[config.mk]
export PLATFORM = sky130hd
export DESIGN_NAME = scoreboard
export DESIGN_NICKNAME = d
export VERILOG_FILES = /design/src/rtl/scoreboard_pkg.sv /design/src/rtl/scoreboard_next.sv /design/src/rtl/scoreboard.sv
export SDC_FILE = /design/constraint.sdc
export NUM_CORES = 1
export LEC_CHECK = 0
export BUFFER_PORTS_ARGS = -buffer_cell sky130_fd_sc_hd__buf_4
export CORE_MARGIN = 4
export CORE_UTILIZATION = 25
export CTS_CLUSTER_DIAMETER = 200
export DETAILED_ROUTE_END_ITERATION = 7
export GPL_TIMING_DRIVEN = 0
export HOLD_SLACK_MARGIN = 0.1
export PLACE_DENSITY = 0.51
export SLEW_MARGIN = 20
export SYNTH_ARGS = -nofsm -noshare
export SYNTH_HDL_FRONTEND = slang
export SYNTH_SLANG_ARGS = --single-unit
export TNS_END_PERCENT = 30
[constraint.sdc]
create_clock -name clk -period 1.8 [get_ports clk]
set_input_delay 0.09 -clock clk [delete_from_list [all_inputs] [get_ports clk]]
set_output_delay 0.09 -clock clk [all_outputs]
set_load 0.02 [all_outputs]
[src/rtl/scoreboard_pkg.sv]
// Shared constants for the counter scoreboard: mode encodings and default width.
// Latency: n/a (declarations only).
// Backpressure: n/a.
package scoreboard_pkg;

  localparam int DEF_WIDTH = 4;

  typedef enum logic [1:0] {
    MODE_UP  = 2'b00,
    MODE_DN  = 2'b01,
    MODE_DN3 = 2'b10,
    MODE_LD  = 2'b11
  } mode_e;

endpackage

[src/rtl/scoreboard_next.sv]
// Next-state and flag computation for the scoreboard counter model.
// Latency: purely combinational.
// Backpressure: none; enable low yields hold with both flags cleared.
module scoreboard_next
  import scoreboard_pkg::*;
#(
  parameter int WIDTH = DEF_WIDTH
) (
  input  logic [WIDTH-1:0] q,
  input  logic [WIDTH-1:0] d,
  input  logic [1:0]       modo,
  input  logic             enable,
  output logic [WIDTH-1:0] q_nxt,
  output logic             rco_nxt,
  output logic             load_nxt
);

  // Flags are taken from the pre-update value; unknown modes fall to hold.
  always_comb begin
    q_nxt    = q;
    rco_nxt  = 1'b0;
    load_nxt = 1'b0;
    if (enable) begin
      case (modo)
        MODE_UP: begin
          q_nxt   = q + 1'b1;
          rco_nxt = (q == {WIDTH{1'b1}});
        end
        MODE_DN: begin
          q_nxt   = q - 1'b1;
          rco_nxt = (q == {WIDTH{1'b0}});
        end
        MODE_DN3: begin
          // Subtracting the truncated constant stays correct modulo 2^WIDTH.
          q_nxt   = q - WIDTH'(3);
          rco_nxt = (32'(q) < 32'd3);
        end
        MODE_LD: begin
          q_nxt    = d;
          load_nxt = 1'b1;
        end
        default: begin
          q_nxt    = q;
          rco_nxt  = 1'b0;
          load_nxt = 1'b0;
        end
      endcase
    end
  end

endmodule

[src/rtl/scoreboard.sv]
// Reference counter model: registers around scoreboard_next, async active-low reset.
// Latency: one cycle from sampled inputs to sb_Q/sb_RCO/sb_LOAD.
// Backpressure: none; ENABLE low holds the count and clears the flags.
module scoreboard
  import scoreboard_pkg::*;
#(
  parameter int WIDTH = DEF_WIDTH
) (
  input  logic             clk,
  input  logic             RESET,
  input  logic             ENABLE,
  input  logic [WIDTH-1:0] sb_D,
  input  logic [1:0]       sb_MODO,
  output logic [WIDTH-1:0] sb_Q,
  output logic             sb_RCO,
  output logic             sb_LOAD
);

  logic [WIDTH-1:0] q_nxt;
  logic             rco_nxt;
  logic             load_nxt;

  scoreboard_next #(.WIDTH(WIDTH)) u_next (
    .q        (sb_Q),
    .d        (sb_D),
    .modo     (sb_MODO),
    .enable   (ENABLE),
    .q_nxt    (q_nxt),
    .rco_nxt  (rco_nxt),
    .load_nxt (load_nxt)
  );

  // Output registers; reset clears count and flags without waiting for clk.
  always_ff @(posedge clk or negedge RESET) begin
    if (!RESET) begin
      sb_Q    <= '0;
      sb_RCO  <= 1'b0;
      sb_LOAD <= 1'b0;
    end else begin
      sb_Q    <= q_nxt;
      sb_RCO  <= rco_nxt;
      sb_LOAD <= load_nxt;
    end
  end

endmodule

-- Yosys cells after proc, flatten, opt, wreduce, memory -nomap -nowiden
Cells that the tools add are included.
- bits in registers: 6
- input bits: 9
- output and inout port bits: 6
- word-level logic and storage cells: 18
- add/subtract/negate cells: 3
- magnitude comparators: 1
- equality and inequality tests: 4
- mux-type cells: 5
- reductions and logical operators: 2
- operator list (kind ; count):
    4-bit case mux with 4 select lines ; 1
    4-bit by 1-bit adder with 4-bit output, second input constant ; 1
    2-bit equality test, second input constant ; 2
    4-bit equality test, second input constant ; 1
    4-bit logical NOT ; 1
    4-bit by 2-bit < comparator with 1-bit output, second input constant ; 1
    4-bit by 1-bit subtractor with 4-bit output, second input constant ; 1
    4-bit by 2-bit subtractor with 4-bit output, second input constant ; 1
    1-bit two-way mux ; 3
    1-bit case mux with 3 select lines ; 1
    2-bit by 1-bit equality test with 1-bit output, second input constant ; 1
    2-bit logical NOT ; 1

-- Depth between registers and ports, before layout
- depth in word-level cells: 3
- gate-level depth with buffers: 7
- gate-level depth less buffers: 6

-- Hierarchy
From an unflattened synthesis, not the netlist that was laid out.
- cells, all modules: 52
- area total of the unflattened synthesis: 486.7 sq um
- modules (own cells, without submodules) (module ; instances ; cells each ; area an instance (sq um) ; sequential area each (sq um)):
    scoreboard_next ; 1 ; 46 ; 336.6 ; 0.0
    scoreboard ; 1 ; 6 ; 150.1 ; 150.1

-- Worst setup path after synthesis
OpenSTA, ideal clock, no wires.
- kind: flip-flop to flip-flop
- start point: register sb_Q[1]
- end point: register sb_Q[2]
- setup time: 0.138 ns
- data arrival time: 1.465 ns
- slack: 0.197 ns
- cell stages (with the launch flop): 7
- cell sequence: dfrtp_1 inv_1 xnor2_1 ha_1 mux2i_1 mux2i_1 o221ai_1
- word-level cells in the longest chain between the ends: 2
- elaborated cells on any way between the ends: 4
- RTL lines (item ; RTL line ; RTL):
    start: declaration ; scoreboard.sv:14 ; output logic [WIDTH-1:0] sb_Q,
    start signal: assignment ; scoreboard.sv:40 ; sb_Q <= q_nxt;
    4-bit by 2-bit subtractor with 4-bit output, or another cell as far along ; scoreboard_next.sv:35 ; q_nxt = q - WIDTH'(3);
    4-bit case mux with 4 select lines (*) ; scoreboard_next.sv:24 ; case (modo)
Every way passes the cells marked *; elsewhere a longest branch is shown, timed or not.
A chain may end at the register's enable or synchronous reset.

-- Final worst setup path
Ends and elaborated chain as after synthesis.

==> results.py <==
metrics = {
    "sta": {
        "min_period_over_period_pct": 88.6,
        "fin_crit_ns": 1.59,
        "hold_viol": 0,
        "timing.final.ws_setup_ns": 0.206,
        "drv_slew": 0,
        "rsz0062_at_grt": "no",
        "tightest_slew_ns": 0.310,
        "max_slew_margin_pct": 79.4,
        "setup-tns-final_ns": 0,
        "clock_skew_ns": 0.00885,
        "setup_viol": 0,
        "fmax_mhz": 627,
    },
    "critical_path": {
        "worstSetupStartpointType": "register",
        "crit_type": "reg2reg",
        "cp.arrival_ns": 1.71,
        "crit_path_end_kind": "register",
        "required_ns": 1.91,
        "path_max_fanout": 6,
    },
    "power": {
        "peakVddDrop_mv": 0.309,
        "cellLeakagePower_nw": 0.304,
        "p_seq_share_pct": 33.2,
        "clkPwrFrac_pct": 20.7,
        "internal_power_mw": 0.366,
        "combPwrFrac_pct": 46.1,
        "power_density_nw_per_um2": 904,
        "sw_frac_of_total_pct": 38.1,
        "power.switching_mw": 0.226,
    },
    "yosys": {
        "synth_top_area_share_pct": 31.0,
        "synth_top_area_cell": "dfrtp_1",
        "synth_area_um2": 484,
        "syn_avg_cell_area_um2": 8.97,
        "synth_area_leaders": "dfrtp_1, mux2i_1, ha_1, inv_1, nand2_1",
        "syn_nets": 66,
        "synth_cell_types": 26,
        "yosysWarnings": 0,
        "yosys_register_bits": 6,
        "ys_seq_area_share_pct": 31.0,
        "synth_cells": 54,
    },
    "finish": {
        "area_growth_pct": 35.1,
        "ff_latch_area_um2": 151,
        "layout.nets": 86,
        "multi_input_area_um2": 287,
        "drive_gt1_share_pct": 31.9,
        "stdcell_area_um2": 654,
        "num-fill-cells": 192,
        "diodes": 0,
        "utilization_pct": 36.7,
    },
    "placement": {
        "place_congestion": 0.831,
        "hpwl_um": 865,
        "dp_slack_ns": 0.164,
        "placed_area_um2": 621,
        "portBuffers": 14,
    },
    "routing": {
        "drc_errors": 0,
        "initialDrtViolationCount": 11,
        "post_drt_wl_per_cell_um": 11.7,
        "antenna_left": 0,
        "route.vias.total": 468,
        "first_pass_iters": 4,
        "wirelength_um": 1130,
        "avgViaCountPerCell": 4.82,
    },
    "grt": {
        "overflow": 0,
        "grt_pass1_wl_um": 1930,
        "grt_max_degree": 11,
        "grt_pass1_vias": 427,
        "track_usage_pct": 9.62,
        "antenna_found_initial": 0,
    },
    "run": {
        "cap_violations": 0,
    },
    "clock_tree": {
        "path_clk_slew_ns": 0.05,
        "postCtsSetupRepairBufs": 0,
        "cts_tree": "built",
        "clk_latency_ns": 0.24,
        "cts_max_level": 1,
        "clock-sinks": 6,
        "clock_path_buffers": 2,
        "clk_root_buffer_cell": "clkbuf_4",
        "cts_buffers": 3,
    },
    "floorplan": {
        "initial_core_util_pct": 27.2,
        "dieArea_um2": 2710,
        "core_region_area_um2": 1780,
        "fp.dieH_um": 52.0,
        "die_x_um": 52.0,
        "fp-row-count": 15,
        "num_io_pins": 15,
    },
    "worst_hold_path": {
        "min_path_type": "in2reg",
    },
    "outcome": {
        "outcome": "complete, no violations",
    },
}
Yosys cell counts, drive strengths merged:
| library cell | count |
|---|---|
| nand2b | 2 |
| and3 | 1 |
| o21ai | 2 |
| inv | 5 |
| o311ai | 1 |
| a21oi | 3 |
| o211ai | 2 |
| nor2 | 1 |
| buf | 4 |
| o221ai | 1 |
| xnor2 | 1 |
| nand4 | 3 |
| mux2i | 4 |
| o31ai | 1 |
| o21a | 1 |
| nand4b | 2 |
| dfrtp | 6 |
| o221a | 1 |
| nand2 | 5 |
| nor4 | 1 |
| a221o | 1 |
| nor2b | 3 |
| ha | 3 |
cell type report:
type	count	area share [%]
Buffer	4	4.40
Multi-Input combinational cell	39	43.8
Inverter	5	2.87
Tap cell	25	4.78
Sequential cell	6	23.1
Clock buffer	3	3.44
Timing Repair Buffer	15	17.6
per-stage QoR:
stage | power, mW | cells | hold WS, ns
floorplan | 0.375 | 54 | -0.206
global placement | 0.469 | 93 | -0.100
detailed placement | 0.469 | 93 | -0.101
CTS | 0.595 | 97 | 0.126
global route | 0.643 | 97 | 0.145
finish | 0.592 | 97 | 0.135
repair_timing:
item	CTS	global route
hold endpoints to repair	6	0
hold buffers	1	0
endpoints found under the setup margin	0	1
resized for setup	0	1
state kept, by name (all words and copies together) (netlist names):
register / flops
sb_RCO: 1
sb_LOAD: 1
sb_Q: 4
path summary, 6_finish.rpt:
check                                       to  slack, ns                start  depth (start not counted)
setup / recovery           sb_Q[2]$_DFFE_PN0P_       0.21  sb_Q[1]$_DFFE_PN0P_                          6
hold / removal             sb_Q[0]$_DFFE_PN0P_       0.14              sb_D[0]                          3
setup reg to reg           sb_Q[2]$_DFFE_PN0P_       0.21  sb_Q[1]$_DFFE_PN0P_                          6
hold reg to reg               sb_RCO$_DFF_PN0_       0.70  sb_Q[3]$_DFFE_PN0P_                          2
max in group asynchronous  sb_Q[1]$_DFFE_PN0P_       1.47                RESET                          2
min in group asynchronous  sb_Q[2]$_DFFE_PN0P_       0.20                RESET                          2
worst max-delay path, cell delays in order (launching register included):
cell and delay [ns]:
dfrtp_2 0.44, inv_1 0.12, xnor2_1 0.13, ha_1 0.19
mux2i_1 0.25, mux2i_1 0.21, o221ai_1 0.13
cell usage in the layout, fill, tap and decap left out:
master,synthesis,final
o221a_1,1,1
a21oi_2,1,1
o221ai_1,1,1
nand2_1,5,5
mux2i_1,4,4
a21oi_1,2,2
buf_2,2,2
o311ai_1,1,1
inv_1,5,5
xnor2_1,1,1
dfrtp_2,0,1
o31ai_1,1,1
nor2_1,1,1
ha_1,3,3
o211ai_1,2,2
a221o_1,1,1
nor2b_1,3,3
and3_1,1,1
nor4_1,1,1
nand4b_1,2,2
o21ai_1,2,2
buf_4,1,15
dlygate4sd3_1,0,1
clkbuf_4,0,3
nand4_1,3,3
buf_6,1,1
dfrtp_1,6,5
o21a_1,1,1
nand2b_1,2,2
kinds of logic after synthesis:
family	share of synthesized area, %
buffers and inverters	9.82
AND/OR/NAND/NOR	21.2
AO/OA/AOI/OAI	20.2
flip-flops	31.0
XOR/XNOR	1.81
multiplexers	8.27
adder cells (fa/ha/maj)	7.75
metal layers:
layer  vias up  share of wire [%]  GRT usage, %
met1       220                 47          12.7
met3         0                7.2          4.30
met4         0                  0          2.62
met2        15                 46          14.0
met5         -                  0             0
li1        233                  -             -
power groups by stage:
stage	Sequential, mW	Clock, mW	Combinational (mW)
floorplan	0.221	0	0.154
global placement	0.198	0	0.271
detailed placement	0.197	0	0.272
CTS	0.196	0.125	0.275
global route	0.204	0.137	0.301
finish	0.197	0.123	0.272
Note: power is estimated with default switching activity, not from simulation.
